### config.mk
export PLATFORM = sky130hd
export DESIGN_NAME = maze_explorer
export DESIGN_NICKNAME = d
export VERILOG_FILES = /design/src/rtl/maze_explorer.sv
export SDC_FILE = /design/constraint.sdc
export NUM_CORES = 1
export LEC_CHECK = 0
export CAP_MARGIN = 30
export CORE_UTILIZATION = 40
export CTS_CLUSTER_DIAMETER = 120
export DETAILED_ROUTE_END_ITERATION = 7
export GPL_ROUTABILITY_DRIVEN = 0
export HOLD_SLACK_MARGIN = 0.15
export SYNTH_ARGS = -nofsm -noshare
export SYNTH_HDL_FRONTEND = slang
export SYNTH_SLANG_ARGS = --single-unit
### constraint.sdc
create_clock -name i_clk -period 5.4 [get_ports i_clk]
set_clock_uncertainty 0.1 [all_clocks]
set_input_delay 1.62 -clock i_clk [delete_from_list [all_inputs] [get_ports i_clk]]
set_output_delay 1.62 -clock i_clk [all_outputs]
set_load 0.02 [all_outputs]
### src/rtl/maze_explorer.sv
// Depth-first maze solver that drives a 16x16 single-bit maze memory, marking visited cells.
// Optional path readout of the direction stack in DONE is enabled by defining MAZE_PATH_READOUT_EN.
module maze_explorer #(
    parameter logic [3:0] TGT_X       = 4'd15,
    parameter logic [3:0] TGT_Y       = 4'd15,
    parameter int         STACK_DEPTH = 256
) (
    input  logic       i_clk,
    input  logic       i_rst,
    input  logic       i_start,
    output logic       o_mem_rd,
    output logic       o_mem_wr,
    output logic [3:0] o_mem_x,
    output logic [3:0] o_mem_y,
    output logic       o_mem_din,
    input  logic       i_mem_dout,
    output logic       o_busy,
    output logic       o_done,
    output logic       o_fail,
    output logic [3:0] o_cur_x,
    output logic [3:0] o_cur_y,
    output logic [8:0] o_path_len,
    input  logic       i_path_rd,
    output logic       o_path_valid,
    output logic [1:0] o_path_dir,
    output logic       o_path_last
);

    localparam int AW = $clog2(STACK_DEPTH);

    localparam logic [1:0] DIR_N = 2'd0;
    localparam logic [1:0] DIR_E = 2'd1;
    localparam logic [1:0] DIR_S = 2'd2;
    localparam logic [1:0] DIR_W = 2'd3;

    typedef enum logic [2:0] {
        S_IDLE,
        S_MARK,
        S_PICK,
        S_RD,
        S_CHK,
        S_BACK,
        S_DONE,
        S_FAIL
    } state_t;

    state_t     r_state, w_state_nx;
    logic [3:0] r_cur_x, r_cur_y, w_cur_x_nx, w_cur_y_nx;
    logic [3:0] r_nb_x,  r_nb_y,  w_nb_x_nx,  w_nb_y_nx;
    logic [2:0] r_dir,   w_dir_nx;
    logic [8:0] r_sp,    w_sp_nx;
    logic       w_push;

    logic [1:0] r_stack [STACK_DEPTH];

    // Neighbour of cur in the direction under test, and whether it falls off the grid.
    logic [3:0] w_nb_x, w_nb_y;
    logic       w_oob;

    // NOTE: every always_comb output gets a default first, so no path can infer a latch.
    always_comb begin
        w_nb_x = r_cur_x;
        w_nb_y = r_cur_y;
        w_oob  = 1'b0;
        case (r_dir[1:0])
            DIR_N: begin
                w_oob  = (r_cur_y == 4'd0);
                w_nb_y = r_cur_y - 4'd1;
            end
            DIR_E: begin
                w_oob  = (r_cur_x == 4'd15);
                w_nb_x = r_cur_x + 4'd1;
            end
            DIR_S: begin
                w_oob  = (r_cur_y == 4'd15);
                w_nb_y = r_cur_y + 4'd1;
            end
            default: begin
                w_oob  = (r_cur_x == 4'd0);
                w_nb_x = r_cur_x - 4'd1;
            end
        endcase
    end

    // Backtrack target: undo the move recorded on top of the stack.
    logic [8:0] w_sp_dec;
    logic [1:0] w_pop_dir;
    logic [3:0] w_back_x, w_back_y;

    assign w_sp_dec  = r_sp - 9'd1;
    assign w_pop_dir = r_stack[w_sp_dec[AW-1:0]];

    always_comb begin
        w_back_x = r_cur_x;
        w_back_y = r_cur_y;
        case (w_pop_dir)
            DIR_N:   w_back_y = r_cur_y + 4'd1;
            DIR_E:   w_back_x = r_cur_x - 4'd1;
            DIR_S:   w_back_y = r_cur_y - 4'd1;
            default: w_back_x = r_cur_x + 4'd1;
        endcase
    end

    always_comb begin
        w_state_nx = r_state;
        w_cur_x_nx = r_cur_x;
        w_cur_y_nx = r_cur_y;
        w_nb_x_nx  = r_nb_x;
        w_nb_y_nx  = r_nb_y;
        w_dir_nx   = r_dir;
        w_sp_nx    = r_sp;
        w_push     = 1'b0;
        case (r_state)
            S_IDLE, S_DONE, S_FAIL: begin
                if (i_start) begin
                    w_state_nx = S_MARK;
                    w_cur_x_nx = 4'd0;
                    w_cur_y_nx = 4'd0;
                    w_dir_nx   = 3'd0;
                    w_sp_nx    = 9'd0;
                end
            end
            S_MARK: begin
                w_state_nx = (r_cur_x == TGT_X && r_cur_y == TGT_Y) ? S_DONE : S_PICK;
            end
            S_PICK: begin
                if (r_dir == 3'd4) begin
                    w_state_nx = S_BACK;
                end else if (w_oob) begin
                    w_dir_nx = r_dir + 3'd1;
                end else begin
                    w_nb_x_nx  = w_nb_x;
                    w_nb_y_nx  = w_nb_y;
                    w_state_nx = S_RD;
                end
            end
            S_RD: begin
                w_state_nx = S_CHK;
            end
            S_CHK: begin
                if (!i_mem_dout) begin
                    w_push     = 1'b1;
                    w_sp_nx    = r_sp + 9'd1;
                    w_cur_x_nx = r_nb_x;
                    w_cur_y_nx = r_nb_y;
                    w_dir_nx   = 3'd0;
                    w_state_nx = S_MARK;
                end else begin
                    w_dir_nx   = r_dir + 3'd1;
                    w_state_nx = S_PICK;
                end
            end
            S_BACK: begin
                if (r_sp == 9'd0) begin
                    w_state_nx = S_FAIL;
                end else begin
                    w_sp_nx    = w_sp_dec;
                    w_cur_x_nx = w_back_x;
                    w_cur_y_nx = w_back_y;
                    w_dir_nx   = {1'b0, w_pop_dir} + 3'd1;
                    w_state_nx = S_PICK;
                end
            end
            default: w_state_nx = S_IDLE;
        endcase
    end

    // NOTE: sequential state uses non-blocking assignments so every register samples pre-edge values.
    always_ff @(posedge i_clk) begin
        if (i_rst) begin
            r_state <= S_IDLE;
            r_cur_x <= 4'd0;
            r_cur_y <= 4'd0;
            r_nb_x  <= 4'd0;
            r_nb_y  <= 4'd0;
            r_dir   <= 3'd0;
            r_sp    <= 9'd0;
        end else begin
            r_state <= w_state_nx;
            r_cur_x <= w_cur_x_nx;
            r_cur_y <= w_cur_y_nx;
            r_nb_x  <= w_nb_x_nx;
            r_nb_y  <= w_nb_y_nx;
            r_dir   <= w_dir_nx;
            r_sp    <= w_sp_nx;
        end
    end

    // NOTE: the stack array is not reset; entries above sp are never read, so their contents are don't-care.
    always_ff @(posedge i_clk) begin
        if (w_push && !i_rst) begin
            r_stack[r_sp[AW-1:0]] <= r_dir[1:0];
        end
    end

    assign o_mem_rd   = (r_state == S_RD);
    assign o_mem_wr   = (r_state == S_MARK);
    assign o_mem_x    = o_mem_rd ? r_nb_x : r_cur_x;
    assign o_mem_y    = o_mem_rd ? r_nb_y : r_cur_y;
    assign o_mem_din  = 1'b1;
    assign o_busy     = (r_state == S_MARK) || (r_state == S_PICK) || (r_state == S_RD) ||
                        (r_state == S_CHK)  || (r_state == S_BACK);
    assign o_done     = (r_state == S_DONE);
    assign o_fail     = (r_state == S_FAIL);
    assign o_cur_x    = r_cur_x;
    assign o_cur_y    = r_cur_y;
    assign o_path_len = r_sp;

`ifdef MAZE_PATH_READOUT_EN
    logic       w_start_acc;
    logic       w_rd_fire;
    logic       w_rd_is_last;
    logic [8:0] r_rd_idx;
    logic       r_rd_end;
    logic       r_path_valid;
    logic [1:0] r_path_dir;
    logic       r_path_last;

    assign w_start_acc  = i_start && ((r_state == S_IDLE) || (r_state == S_DONE) || (r_state == S_FAIL));
    assign w_rd_fire    = (r_state == S_DONE) && i_path_rd && !r_rd_end && (r_sp != 9'd0);
    assign w_rd_is_last = (r_rd_idx == w_sp_dec);

    // Entries stream bottom-first; once the last one is sent, further requests wait for a new start.
    always_ff @(posedge i_clk) begin
        if (i_rst || w_start_acc) begin
            r_rd_idx     <= 9'd0;
            r_rd_end     <= 1'b0;
            r_path_valid <= 1'b0;
            r_path_dir   <= 2'd0;
            r_path_last  <= 1'b0;
        end else begin
            r_path_valid <= w_rd_fire;
            r_path_dir   <= w_rd_fire ? r_stack[r_rd_idx[AW-1:0]] : 2'd0;
            r_path_last  <= w_rd_fire && w_rd_is_last;
            if (w_rd_fire) begin
                r_rd_idx <= r_rd_idx + 9'd1;
                if (w_rd_is_last) begin
                    r_rd_end <= 1'b1;
                end
            end
        end
    end

    assign o_path_valid = r_path_valid;
    assign o_path_dir   = r_path_dir;
    assign o_path_last  = r_path_last;
`else
    logic w_unused_path_rd;

    assign w_unused_path_rd = i_path_rd;
    assign o_path_valid     = 1'b0;
    assign o_path_dir       = 2'd0;
    assign o_path_last      = 1'b0;
`endif

endmodule

# Word-level counts from Yosys, hierarchy flattened
# Memory sizes are Yosys's and may differ from the RTL's.
# Index checks and enable logic that the tools add are counted.
dict set report word_totals {
  regBits 31
  out_inout_bits 35
  ramBits 512
  wordCells 99
  n_memories 1
}
# memory depth word_bits rd rd_ports_with_merged_regs wr line_no
set memory_table {}
lappend memory_table {r_stack 256 2 1 0 1 54} ;# logic [1:0] r_stack [STACK_DEPTH];
dict set report op_classes {
  n_addsub 8
  reduce_logical 24
  bitwise_logic 2
  muxes 35
  n_eq_ne 22
}
# operator count
set op_table {}
lappend op_table {{case mux 4 bit (2 select lines)} 4}
lappend op_table {{two-way mux 3 bit} 10}
lappend op_table {{two-way mux 4 bit} 7}
lappend op_table {{two-way mux 9 bit} 3}
lappend op_table {{case mux 9 bit (3 select lines)} 1}
lappend op_table {{case mux 4 bit (3 select lines)} 2}
lappend op_table {{case mux 3 bit (6 select lines)} 1}
lappend op_table {{equality test 3 bit, second input constant} 5}
lappend op_table {{AND reduction 5 bit} 3}
lappend op_table {{inequality test 2 bit, second input constant} 6}
lappend op_table {{case mux 3 bit (4 select lines)} 1}
lappend op_table {{adder 9 x 1 -> 9 bit, second input constant} 1}
lappend op_table {{logical NOT 9 bit} 1}
lappend op_table {{subtractor 9 x 1 -> 9 bit, second input constant} 1}
lappend op_table {{adder 4 x 1 -> 4 bit, second input constant} 2}
lappend op_table {{equality test 4 bit, second input constant} 2}
lappend op_table {{logical NOT 4 bit} 2}
lappend op_table {{subtractor 4 x 1 -> 4 bit, second input constant} 2}
lappend op_table {{equality test 3 x 2 -> 1 bit, second input constant} 2}
lappend op_table {{equality test 2 x 1 -> 1 bit, second input constant} 2}
lappend op_table {{equality test 2 bit, second input constant} 2}
lappend op_table {{logical NOT 2 bit} 2}
lappend op_table {{logical OR 1 bit} 4}
lappend op_table {{two-way mux 1 bit} 4}
lappend op_table {{18 further kinds} 21}

# Longest topological paths before layout
# Gate-level depths: netlist of run 1.
# An unclocked memory read counts as a cell.
dict set report depth {
  depth_word 7
  mapped_depth 24
  mapped_depth_nobuf 16
}

# Least setup slack after synthesis of run 1
# No wires, ideal clock.
dict set report synth_path {
  path_kind {reg2reg}
  from {register r_dir[0]}
  to {register r_nb_x[0]}
  setup_time_ps 70
  synth_period_minus_slack_ps 5965
  path_stages_with_launch 11
  arrival_ps 5795
  slack_ps -565
  path_cell_list {dfxtp_1 -> inv_1 -> ha_1 -> clkbuf_1 -> nand2_1 -> o221a_2 -> o32a_1 -> nor2b_1 -> clkbuf_1 -> o311ai_0 -> a21oi_1}
}
dict set report synth_between {
  elab_chain_cells 4
  elab_cells_between_ends 10
  classes_between {3 x eq/ne; 2 x mux; 2 x bitwise; 3 x reduce/logical}
}
# element line_no
set synth_rtl {}
lappend synth_rtl {{from (decl)} 50} ;# logic [2:0] r_dir, w_dir_nx;
lappend synth_rtl {{from (signal assigned)} 184} ;# r_dir <= w_dir_nx;
lappend synth_rtl {{equality test 2 bit (tied with other cells)} 65} ;# case (r_dir[1:0])
lappend synth_rtl {{case mux 1 bit (3 select lines)} 65}
lappend synth_rtl {{inverter 1 bit (no source line)} -}
lappend synth_rtl {{AND reduction 3 bit (no source line)} -}
lappend synth_rtl {{to (signal assigned)} 182} ;# r_nb_x <= w_nb_x_nx;
lappend synth_rtl {{to (decl)} 49} ;# logic [3:0] r_nb_x, r_nb_y, w_nb_x_nx, w_nb_y_nx;
# Parallel ways exist; a longest one is shown, timed or not.
# A chain may end at the register's enable or synchronous reset.

# Final worst setup path of run 1
dict set report layout_path {
  from {register r_sp[1], in the netlist o_path_len[1]}
  to {register r_cur_y[3], in the netlist o_cur_y[3]}
}
dict set report layout_between {
  elab_chain_cells 6
  elab_cells_between_ends 11
  classes_between {1 x add/sub; 3 x eq/ne; 3 x mux; 3 x reduce/logical; 1 x memory}
}
# element line_no
set layout_rtl {}
lappend layout_rtl {{from (decl)} 51} ;# logic [8:0] r_sp, w_sp_nx;
lappend layout_rtl {{from (signal assigned)} 185} ;# r_sp <= w_sp_nx;
lappend layout_rtl {{subtractor 9 x 1 -> 9 bit} 90} ;# assign w_sp_dec = r_sp - 9'd1;
lappend layout_rtl {{memory read (256 x 2 bit)} -}
lappend layout_rtl {{equality test 2 bit or logical NOT 2 bit (tied branches)} 96} ;# case (w_pop_dir)
lappend layout_rtl {{case mux 4 bit (2 select lines)} 96}
lappend layout_rtl {{two-way mux 4 bit} 154} ;# if (r_sp == 9'd0) begin
lappend layout_rtl {{case mux 4 bit (3 select lines)} 113} ;# case (r_state)
lappend layout_rtl {{to (signal assigned)} 181} ;# r_cur_y <= w_cur_y_nx;
lappend layout_rtl {{to (decl)} 48} ;# logic [3:0] r_cur_x, r_cur_y, w_cur_x_nx, w_cur_y_nx;
# Parallel ways exist; a longest one is shown, timed or not. The select of a mux whose other input is x is not followed.

==> results of run 1 <==
per-stage QoR:
stage / hold slack [ns] / area (um2) / setup slack, ns
2_1_floorplan: 0.357 / 23700 / 0.0584
3_3_place_gp: 0.389 / 24900 / 0.584
3_5_place_dp: 0.397 / 24900 / 0.618
4_1_cts: 0.407 / 26700 / 0.572
5_1_grt: 0.429 / 26800 / 0.181
6_report: 0.407 / 26800 / 0.486
layer usage:
metal	GRT usage (%)	vias up
met4	6.51	0
met2	31.3	543
met1	28.3	7110
met5	0	-
met3	3.77	102
li1	-	6055
synthesized netlist by cell type, drive strengths merged, types with 2 or more instances:
cell type	number
nand3	33
and2	9
clkbuf	69
nand4	9
a22oi	10
o21ai	22
a21o	2
a211oi	8
nor4	3
nand2	142
a32o	2
edfxtp	512
a22o	2
a21oi	32
a32oi	10
ha	17
o211ai	6
nor2	305
o22ai	3
or2	4
buf	45
conb	2
o31ai	4
o32ai	2
nand2b	6
a311oi	6
inv	20
nor3	15
or4	5
xnor2	9
mux2i	26
nor2b	8
or3	6
a31oi	8
xor2	4
dfxtp	31
and3	8
mux2	6
a221oi	5
o311ai	3
mux4	133
registers in the layout, indices dropped and copies added (netlist names):
name,count
r_state,3
r_stack,512
r_nb_y,4
o_path_len,9
r_nb_x,4
r_dir,3
o_cur_x,4
o_cur_y,4
power breakdown:
group          total (mW)  switching [mW]  internal [mW]
logic               0.785           0.531          0.254
registers            4.92          0.0920           4.82
clock network        3.81            1.61           2.21
total                9.51            2.23           7.28
critical path, stage by stage, from the launching register on:
cell	delay [ns]
dfxtp_1	0.31
inv_1	0.14
ha_1	0.31
or3b_1	0.56
xnor2_4	0.24
nor2_2	0.64
a311oi_1	0.29
a32oi_1	0.31
o2111ai_1	0.21
o311ai_4	0.15
inv_1	0.11
ha_1	0.34
or3_1	0.43
a2111oi_0	0.44
mux2i_1	0.13
a31oi_1	0.14
layout make-up:
type	instances	area share, %
clock buffers	66	5.45
clock inverters	33	1.21
inverters	21	0.294
multi-input cells	891	26.4
flip-flops and latches	543	59.8
well taps	765	3.57
repair buffers	94	3.33
worst max path at each step:
stage | startpoint | end | slack (ns)
after floorplan | o_path_len[0] | o_cur_y[3] | 0.06
final | o_path_len[1] | o_cur_y[3] | 0.49
after global placement | o_path_len[0] | o_cur_y[3] | 0.58
after CTS | o_path_len[1] | o_cur_y[3] | 0.57
after detailed placement | o_path_len[0] | o_cur_y[2] | 0.62
after global routing | o_path_len[1] | o_cur_y[3] | 0.18
cell families after synthesis:
logic type / after synthesis
compound gates: 136
simple gates: 555
flops: 543
other cells: 2
buf+inv: 135
fa+ha+maj: 17
mux: 165
xor+xnor: 13
==> flow_metrics.py, run 1 <==
metrics = {
    "setup_path": {
        "reg2reg_to": "o_cur_y[3]",
        "reg2reg_depth": 15,
        "cp.arrival_ns": 5.36,
        "r2r_slack_ns": 0.49,
        "critPathCaptureType": "flip-flop",
        "timing.rr.start": "o_path_len[1]",
        "path_class": "flip-flop to flip-flop",
        "crit_required_ns": 5.85,
        "startpoint_type": "flip-flop",
        "worstPathMaxFanout": 7,
    },
    "drt": {
        "ant_nets": 0,
        "drc": 0,
        "drt_iter0_drc": 1324,
        "wl_met2_um": 27800,
        "vias": 13810,
        "wl_per_cell_um": 24.6,
        "drt-met1-wl_um": 25300,
        "wl_met3_um": 4510,
        "finalWirelength_um": 59200,
        "dr.pass1.iters": 5,
        "routed.top_layer": "met4",
        "vias_per_cell": 5.72,
    },
    "layout": {
        "nets": 1629,
        "mostFrequentLayoutCells": "512 x edfxtp_1, 304 x nor2_1, 142 x nand2_1, 125 x mux4_2, 57 x clkbuf_16",
        "nFillCells": 5010,
        "multi_input_area_um2": 7060,
        "regArea_um2": 16000,
        "drive_gt1_share_pct": 17.4,
        "n_antenna_cell": 0,
        "final_util_pct": 46.2,
        "mostFrequentLayoutCell": "edfxtp_1",
        "fin_cells": 2413,
        "synthToLayoutAreaGrowth_pct": 13.2,
    },
    "clock_tree": {
        "cts_made_buffers": 56,
        "ctsHtreeMaxLevel": 2,
        "cts_hold_buffers": 0,
        "clock_latency_ns": 0.62,
        "clk_pin_slew_ns": 0.06,
        "ctsRootBufferMaster": "clkbuf_16",
        "cts_sinks": 543,
        "cts_resized": 0,
        "cts_tree": "yes",
        "post-cts-setup-buffers": 0,
        "clock_path_buffers": 3,
    },
    "synth": {
        "synth_compound_area_share_pct": 4.21,
        "synth_cell_types": 70,
        "synth_adder_area_share_pct": 0.899,
        "synthFlopType": "edfxtp_1",
        "synthSimpleGateAreaFrac_pct": 9.76,
        "syn_inst": 1566,
        "synth-xor-area-share_pct": 0.560,
        "synth_edf_count": 512,
        "synth_top_family_by_area": "multiplexers",
        "yosys_warnings": 0,
        "synth_top_area_share_pct": 65.0,
        "yosysSeqAreaShare_pct": 67.6,
        "ys_ff_latch": 543,
        "async_flop_share_pct": 0,
        "yosysTopAreaCell": "edfxtp_1",
        "synth_area_leaders": "edfxtp_1 65%, mux4_2 12%, nor2_1 4.8%",
        "syn_area_um2": 23700,
        "synth.area.mux_share_pct": 14.2,
        "syn_area_per_cell_um2": 15.1,
    },
    "timing": {
        "tightest_slew_ns": 0.982,
        "fin_crit_ns": 4.91,
        "rsz0062_at_grt": "no",
        "hold_violations": 0,
        "max_freq_mhz": 204,
        "finalSetupTns_ns": 0,
        "setup_viol": 0,
        "finalCritPeriodShare_pct": 91.0,
        "max-slew-margin-rel_pct": 34.5,
        "slew_violations": 0,
    },
    "global_route": {
        "overflow": 0,
        "grt_max_degree": 109,
        "grtUsageTotal_pct": 20.1,
        "antenna_found_initial": 1,
        "grt_pass1_vias": 14005,
        "grt_pass1_wl_um": 89200,
    },
    "outcome": {
        "status": "completed",
    },
    "floorplan": {
        "num_rows": 88,
        "dieHeight_um": 245,
        "die_w_um": 245,
        "placeableCoreArea_um2": 58000,
        "dieArea_um2": 60100,
        "io_pins": 40,
        "start_util_pct": 40.8,
    },
    "min_path": {
        "hp-start": "r_nb_x[0]",
        "holdCritPathClass": "flip-flop to flip-flop",
        "whs_path_depth": 2,
        "whs_endpoint": "r_nb_x[0]",
    },
    "placed_design": {
        "port_buffers": 33,
        "post-place-cells": 2312,
        "hpwl_um": 35800,
    },
    "power": {
        "max-vdd-ir-drop_mv": 0.271,
        "leakagePower_nw": 8.31,
        "power_mw": 9.51,
        "power.density_nw_per_um2": 355,
    },
    "run": {
        "cap_violations": 0,
    },
}
Note: power is estimated with default switching activity, not from simulation.
==> run 2, diff against run 1 <==
ABC_AREA = 1   (was not set)
PLACE_DENSITY = 0.6   (was not set)
==> run 2 against run 1 <==
Against the previous run:
- worst setup slack better by 0.47 ns
- synthesized cell count rose by 56%
- sequential power increased by 2%
- largest power group is now combinational cells
==> flow_metrics.py, run 2 <==
metrics = {
    "global_route": {
        "overflow": 0,
        "grtUsageMet1_pct": 26.9,
        "grtUsageMet2_pct": 33.7,
        "antenna_found_initial": 1,
        "grtUsageTotal_pct": 20.5,
        "grt_pass1_vias": 17189,
        "top_usage_layer": "met2",
        "grt_max_degree": 128,
        "grt_pass1_wl_um": 98200,
        "grt_util_met3_pct": 3.91,
    },
    "drt": {
        "finalWirelength_um": 63700,
        "ant_nets": 0,
        "drc": 0,
        "vias": 17626,
        "drt_iter0_drc": 1709,
        "dr.pass1.iters": 6,
        "wl_per_cell_um": 19.6,
        "vias_per_cell": 5.43,
    },
    "synth": {
        "ys_ff_latch": 543,
        "yosysTopAreaCell": "edfxtp_1",
        "synth_top_family_by_area": "simple AND/OR/NAND/NOR gates",
        "yosys_warnings": 0,
        "syn_inst": 2441,
        "synth-xor-area-share_pct": 0.690,
        "synth_area_leaders": "edfxtp_1 63%, nand3_1 10%, nand2_1 9.4%",
        "async_flop_share_pct": 0,
        "synthSimpleGateAreaFrac_pct": 25.8,
        "syn_area_um2": 24500,
        "synth_top_area_share_pct": 62.8,
        "yosysSeqAreaShare_pct": 65.3,
        "synth_adder_area_share_pct": 0.868,
        "syn_area_per_cell_um2": 10.0,
        "synth.area.mux_share_pct": 0,
        "synth_common_cells": "616 x nand2_1, 512 x edfxtp_1, 500 x nand3_1",
        "synth_compound_area_share_pct": 2.47,
        "synth_cell_types": 44,
        "synthFlopType": "edfxtp_1",
        "yosysMostFrequentCell": "nand2_1",
        "synth_edf_count": 512,
    },
    "timing": {
        "max_freq_mhz": 225,
        "finalCritPeriodShare_pct": 82.3,
        "fin_crit_ns": 4.44,
        "finalSetupTns_ns": 0,
        "tightest_slew_ns": 0.994,
        "slew_violations": 0,
        "hold_violations": 0,
        "setup_viol": 0,
        "max-slew-margin-rel_pct": 33.8,
        "rsz0062_at_grt": "no",
    },
    "layout": {
        "nets": 2446,
        "synthToLayoutAreaGrowth_pct": 11.4,
        "final_area_um2": 27300,
        "drive_gt1_share_pct": 6.16,
        "largest_reg_flops": 512,
        "mostFrequentLayoutCell": "nand2_1",
        "n_antenna_cell": 0,
        "mostFrequentLayoutCells": "615 x nand2_1, 512 x edfxtp_1, 500 x nand3_1, 320 x nor2_1, 108 x inv_1",
    },
    "setup_path": {
        "slowest_stage": "clkdlybuf4s50_1",
        "reg2reg_depth": 21,
        "critPathLaunch": "r_state[0]",
        "cp_slowest_stage_delay_ns": 0.67,
        "cp_num_buf_inv": 3,
        "r2r_slack_ns": 1.03,
        "critPathCaptureType": "primary output",
        "endpoint": "o_mem_y[0]",
        "cp.arrival_ns": 2.72,
        "cp_top_family": "buffers and inverters",
        "crit_required_ns": 3.68,
        "reg2reg_to": "o_cur_x[2]",
        "startpoint_type": "flip-flop",
        "cp_cell_sequence": "inv_1 > nor3_2 > buf_6 > nand2_1 > o21ai_0 > clkdlybuf4s50_1",
        "crit_cells": 6,
        "path_class": "flip-flop to primary output",
        "worstPathMaxFanout": 11,
        "timing.rr.start": "o_path_len[0]",
    },
    "clock_tree": {
        "cts_sinks": 543,
        "clock_latency_ns": 0.62,
        "cts_hold_buffers": 0,
        "cts_resized": 0,
        "clock_path_buffers": 3,
        "cts_tree": "yes",
        "ctsHtreeMaxLevel": 2,
        "cts_made_buffers": 56,
        "clk_pin_slew_ns": 0.06,
        "ctsRootBufferMaster": "clkbuf_16",
        "post-cts-setup-buffers": 0,
    },
    "power": {
        "pwr-share-seq_pct": 30.3,
        "switching_power_mw": 7.40,
        "power.density_nw_per_um2": 607,
        "p_int_mw": 9.17,
        "p_comb_share_pct": 47.9,
        "p_clk_share_pct": 21.7,
        "leakagePower_nw": 9.88,
        "swShare_pct": 44.6,
        "max-vdd-ir-drop_mv": 0.757,
    },
    "placed_design": {
        "hpwl_um": 36700,
        "dpl-instance-area_um2": 25500,
        "port_buffers": 33,
    },
    "outcome": {
        "status": "completed",
    },
    "floorplan": {
        "placeableCoreArea_um2": 60500,
        "die_w_um": 249,
        "dieArea_um2": 62200,
        "start_util_pct": 40.5,
        "num_rows": 90,
        "dieHeight_um": 249,
        "io_pins": 40,
    },
    "min_path": {
        "holdCritPathClass": "flip-flop to flip-flop",
    },
    "run": {
        "cap_violations": 0,
    },
}
-- run 2: changes by cell type after synthesis, moves of 16 or more --
cell | before | now
buf_2 | 13 | 64
mux2i_1 | 26 | 0
nand2_1 | 142 | 616
nor2_1 | 304 | 320
mux4_2 | 125 | 0
o21ai_0 | 20 | 52
inv_1 | 20 | 109
nand3_1 | 33 | 500
-- run 2: worst min-delay path by stage --
| stage | end | slack (ns) | cells past startpoint | start |
|---|---|---|---|---|
| 2_1_floorplan | r_nb_y[2] | 0.35 | 2 | r_nb_y[2] |
| 3_3_place_gp | r_nb_y[2] | 0.36 | 2 | r_nb_y[2] |
| 3_5_place_dp | r_nb_y[1] | 0.38 | 2 | r_nb_y[1] |
| 4_1_cts | r_nb_y[1] | 0.38 | 2 | r_nb_y[1] |
| 5_1_grt | r_nb_y[0] | 0.41 | 2 | r_nb_y[0] |
| 6_report | r_nb_y[1] | 0.39 | 2 | r_nb_y[1] |
-- run 2: worst register-to-register path, stage by stage (launching register included) --
cell	delay (ns)
dfxtp_4	0.63
inv_8	0.20
ha_4	0.32
inv_4	0.52
buf_4	0.36
nand3_1	0.09
nand2_1	0.07
nand2_1	0.05
nand3_1	0.11
nand3_1	0.25
nand3_1	0.24
nand3_1	0.09
nand3_1	0.11
nand2_2	0.12
inv_1	0.12
ha_1	0.26
o21ai_0	0.11
o21ai_0	0.28
inv_1	0.07
nand3_1	0.08
nand2_1	0.05
nor2_1	0.07
-- run 2: area by class of cell --
type | instances | area (um2)
Sequential cell | 543 | 16000
Fill cell | 5587 | 33200
Clock inverter | 27 | 179
Multi-Input combinational cell | 1624 | 7330
Tap cell | 782 | 978
Timing Repair Buffer | 80 | 817
Inverter | 119 | 459
Clock buffer | 74 | 1510
-- run 2: metrics by stage --
| stage | cells | util, % | hold WS, ns | setup WS [ns] | total power, mW |
|---|---|---|---|---|---|
| global route | 3249 | 45.1 | 0.409 | 0.733 | 17.5 |
| detailed placement | 3146 | 42.2 | 0.376 | 1.01 | 12.9 |
| finish | 3249 | 45.1 | 0.388 | 0.956 | 16.6 |
| floorplan | 2444 | - | 0.349 | 0.0232 | 10.3 |
| global placement | 3143 | 42.1 | 0.363 | 1.06 | 12.8 |
| CTS | 3247 | 45.0 | 0.385 | 0.990 | 16.5 |
-- run 2: power groups by stage --
stage          registers [mW]  logic (mW)  clock network (mW)
6_report                 5.03        7.94                3.60
5_1_grt                  5.05        8.67                3.82
4_1_cts                  5.03        7.84                3.66
3_5_place_dp             5.12        7.81                   0
3_3_place_gp             5.12        7.71                   0
2_1_floorplan            5.12        5.20                   0
-- run 2: layer usage --
layer	share of wire (%)	wire length [um]
met5	0.014	9
met4	3.4	2190
met3	7.8	4950
met2	47	30000
met1	42	26600
-- run 2: kinds of logic after synthesis --
family,after synthesis
flip-flops,543
AO/OA/AOI/OAI,104
XOR/XNOR,15
adder cells (fa/ha/maj),17
other,2
AND/OR/NAND/NOR,1483
buffers and inverters,277
==> run 3, diff against run 2 <==
clock period = 3.75 ns   (was 5.4 ns; I/O delays follow)
==> run 3 against run 2 <==
Against the previous run:
- highest routed layer is now met4
- flip-flop and latch count did not move
- register-to-register slack got worse by 0.82 ns
- clock-buffer cell count fell by 4
- largest power group unchanged
- combinational power rose by 51%
- die area did not move
- the flow now finishes with violations (max-slew violations)
- critical endpoint unchanged
- total power rose by 48%
- sequential power rose by 42%
- final cell count rose by 0.89%
- critical path depth did not move
==> flow_metrics.py, run 3 (synthesis results as in run 2) <==
metrics = {
    "outcome": {
        "status": "finished with violations",
        "violations": "max-slew violations",
    },
    "setup_path": {
        "cp_slowest_stage_delay_ns": 0.67,
        "reg2reg_to": "o_cur_x[2]",
        "endpoint": "o_mem_y[0]",
        "reg2reg_depth": 22,
        "critPathLaunch": "r_state[0]",
        "cp.arrival_ns": 2.38,
        "slowest_stage": "clkdlybuf4s50_1",
        "r2r_slack_ns": 0.21,
        "cp_cell_sequence": "inv_1 > nor3_2 > buf_4 > nand2_1 > o21ai_0 > clkdlybuf4s50_1",
        "worstPathMaxFanout": 18,
        "critPathCaptureType": "primary output",
        "timing.rr.start": "o_path_len[0]",
        "path_class": "flip-flop to primary output",
        "startpoint_type": "flip-flop",
        "crit_required_ns": 2.52,
    },
    "layout": {
        "fin_cells": 3278,
        "nets": 2470,
        "drive_gt1_share_pct": 7.62,
        "synthToLayoutAreaGrowth_pct": 12.7,
        "final_area_um2": 27600,
        "largest_reg_flops": 512,
        "mostFrequentLayoutCell": "nand2_1",
        "mostFrequentLayoutCells": "615 x nand2_1, 512 x edfxtp_1, 499 x nand3_1, 320 x nor2_1, 108 x inv_1",
    },
    "timing": {
        "setup_viol": 0,
        "hold_violations": 0,
        "finalSetupTns_ns": 0,
        "fin_crit_ns": 3.60,
        "max-slew-margin-rel_pct": -15.5,
        "finalCritPeriodShare_pct": 96.0,
        "hold_ws_ns": 0.380,
        "slew_violations": 123,
        "tightest_slew_ns": 1.73,
        "rsz0062_at_grt": "no",
        "max_freq_mhz": 278,
        "fin_ws_ns": 0.149,
    },
    "global_route": {
        "antenna_found_initial": 1,
        "overflow": 0,
        "grtUsageTotal_pct": 21.0,
        "grt_pass1_vias": 17616,
        "grt_max_degree": 258,
        "grt_pass1_wl_um": 101000,
    },
    "drt": {
        "finalWirelength_um": 66100,
        "drt_iter0_drc": 1734,
        "wl_per_cell_um": 20.2,
        "vias_per_cell": 5.44,
        "drc": 0,
        "vias": 17820,
        "ant_nets": 0,
        "dr.pass1.iters": 7,
    },
    "power": {
        "leakagePower_nw": 10.1,
        "max-vdd-ir-drop_mv": 0.739,
        "power.density_nw_per_um2": 891,
    },
    "clock_tree": {
        "cts_hold_buffers": 0,
        "clock_path_buffers": 3,
        "ctsHtreeMaxLevel": 2,
        "cts_tree": "yes",
        "cts_resized": 0,
        "cts_sinks": 543,
        "cts_made_buffers": 57,
        "clock_latency_ns": 0.63,
        "ctsRootBufferMaster": "clkbuf_16",
        "post-cts-setup-buffers": 0,
        "clk_pin_slew_ns": 0.06,
    },
    "floorplan": {
        "dieHeight_um": 249,
        "dieArea_um2": 62200,
        "io_pins": 40,
        "die_w_um": 249,
        "placeableCoreArea_um2": 60500,
        "num_rows": 90,
        "start_util_pct": 40.5,
    },
    "min_path": {
        "holdCritPathClass": "flip-flop to flip-flop",
    },
    "run": {
        "cap_violations": 0,
    },
    "placed_design": {
        "post-place-cells": 3170,
        "port_buffers": 33,
        "dpl-instance-area_um2": 25800,
        "hpwl_um": 38100,
        "dp_slack_ns": 0.162,
    },
}
==> run 3: cell type report <==
cell class / count / area, um2
inverters: 119 / 469
flip-flops and latches: 543 / 16000
clock buffers: 70 / 1480
multi-input cells: 1624 / 7340
diodes: 1 / 2.50
fillers: 5545 / 32900
repair buffers: 103 / 1030
well taps: 782 / 978
clock inverters: 36 / 302
==> run 3: how the worst min path moves through the flow <==
stage,start,to,slack [ns],depth (start not counted)
after global placement,r_nb_y[2],r_nb_y[2],0.36,2
final,r_nb_y[2],r_nb_y[2],0.38,2
after CTS,r_nb_y[2],r_nb_y[2],0.38,2
after global routing,r_nb_y[1],r_nb_y[1],0.42,2
after detailed placement,r_nb_y[2],r_nb_y[2],0.37,2
after floorplan,r_nb_y[2],r_nb_y[2],0.35,2
==> run 3: worst max-delay path: cells and delay by family (launching register included) <==
kind	cells	cell delay [ns]
compound gates	1	0.13
flops	1	0.37
simple gates	2	0.22
buf+inv	3	1.03
==> run 3: power by group <==
group          internal (mW)  switching, mW  leakage, nW
sequential              6.91          0.222         5.42
clock                   3.07           2.37        0.864
combinational           3.65           8.39         3.77
total                   13.6           11.0         10.1
==> run 3: metal layers <==
| metal | vias to the layer above | global-route usage (%) | wire (um) |
|---|---|---|---|
| met3 | 165 | 2.91 | 4750 |
| met1 | 8621 | 27.9 | 27600 |
| met5 | - | 0 | 0 |
| met4 | 0 | 9.05 | 2590 |
| met2 | 648 | 34.5 | 31100 |
| li1 | 8386 | - | - |
==> run 3: metrics by stage <==
| step | utilization (%) | power (mW) |
|---|---|---|
| 3_3_place_gp | 42.6 | 18.8 |
| 2_1_floorplan | - | 14.9 |
| 3_5_place_dp | 42.6 | 19.0 |
| 4_1_cts | 45.6 | 24.4 |
| 6_report | 45.7 | 24.6 |
| 5_1_grt | 45.6 | 25.9 |
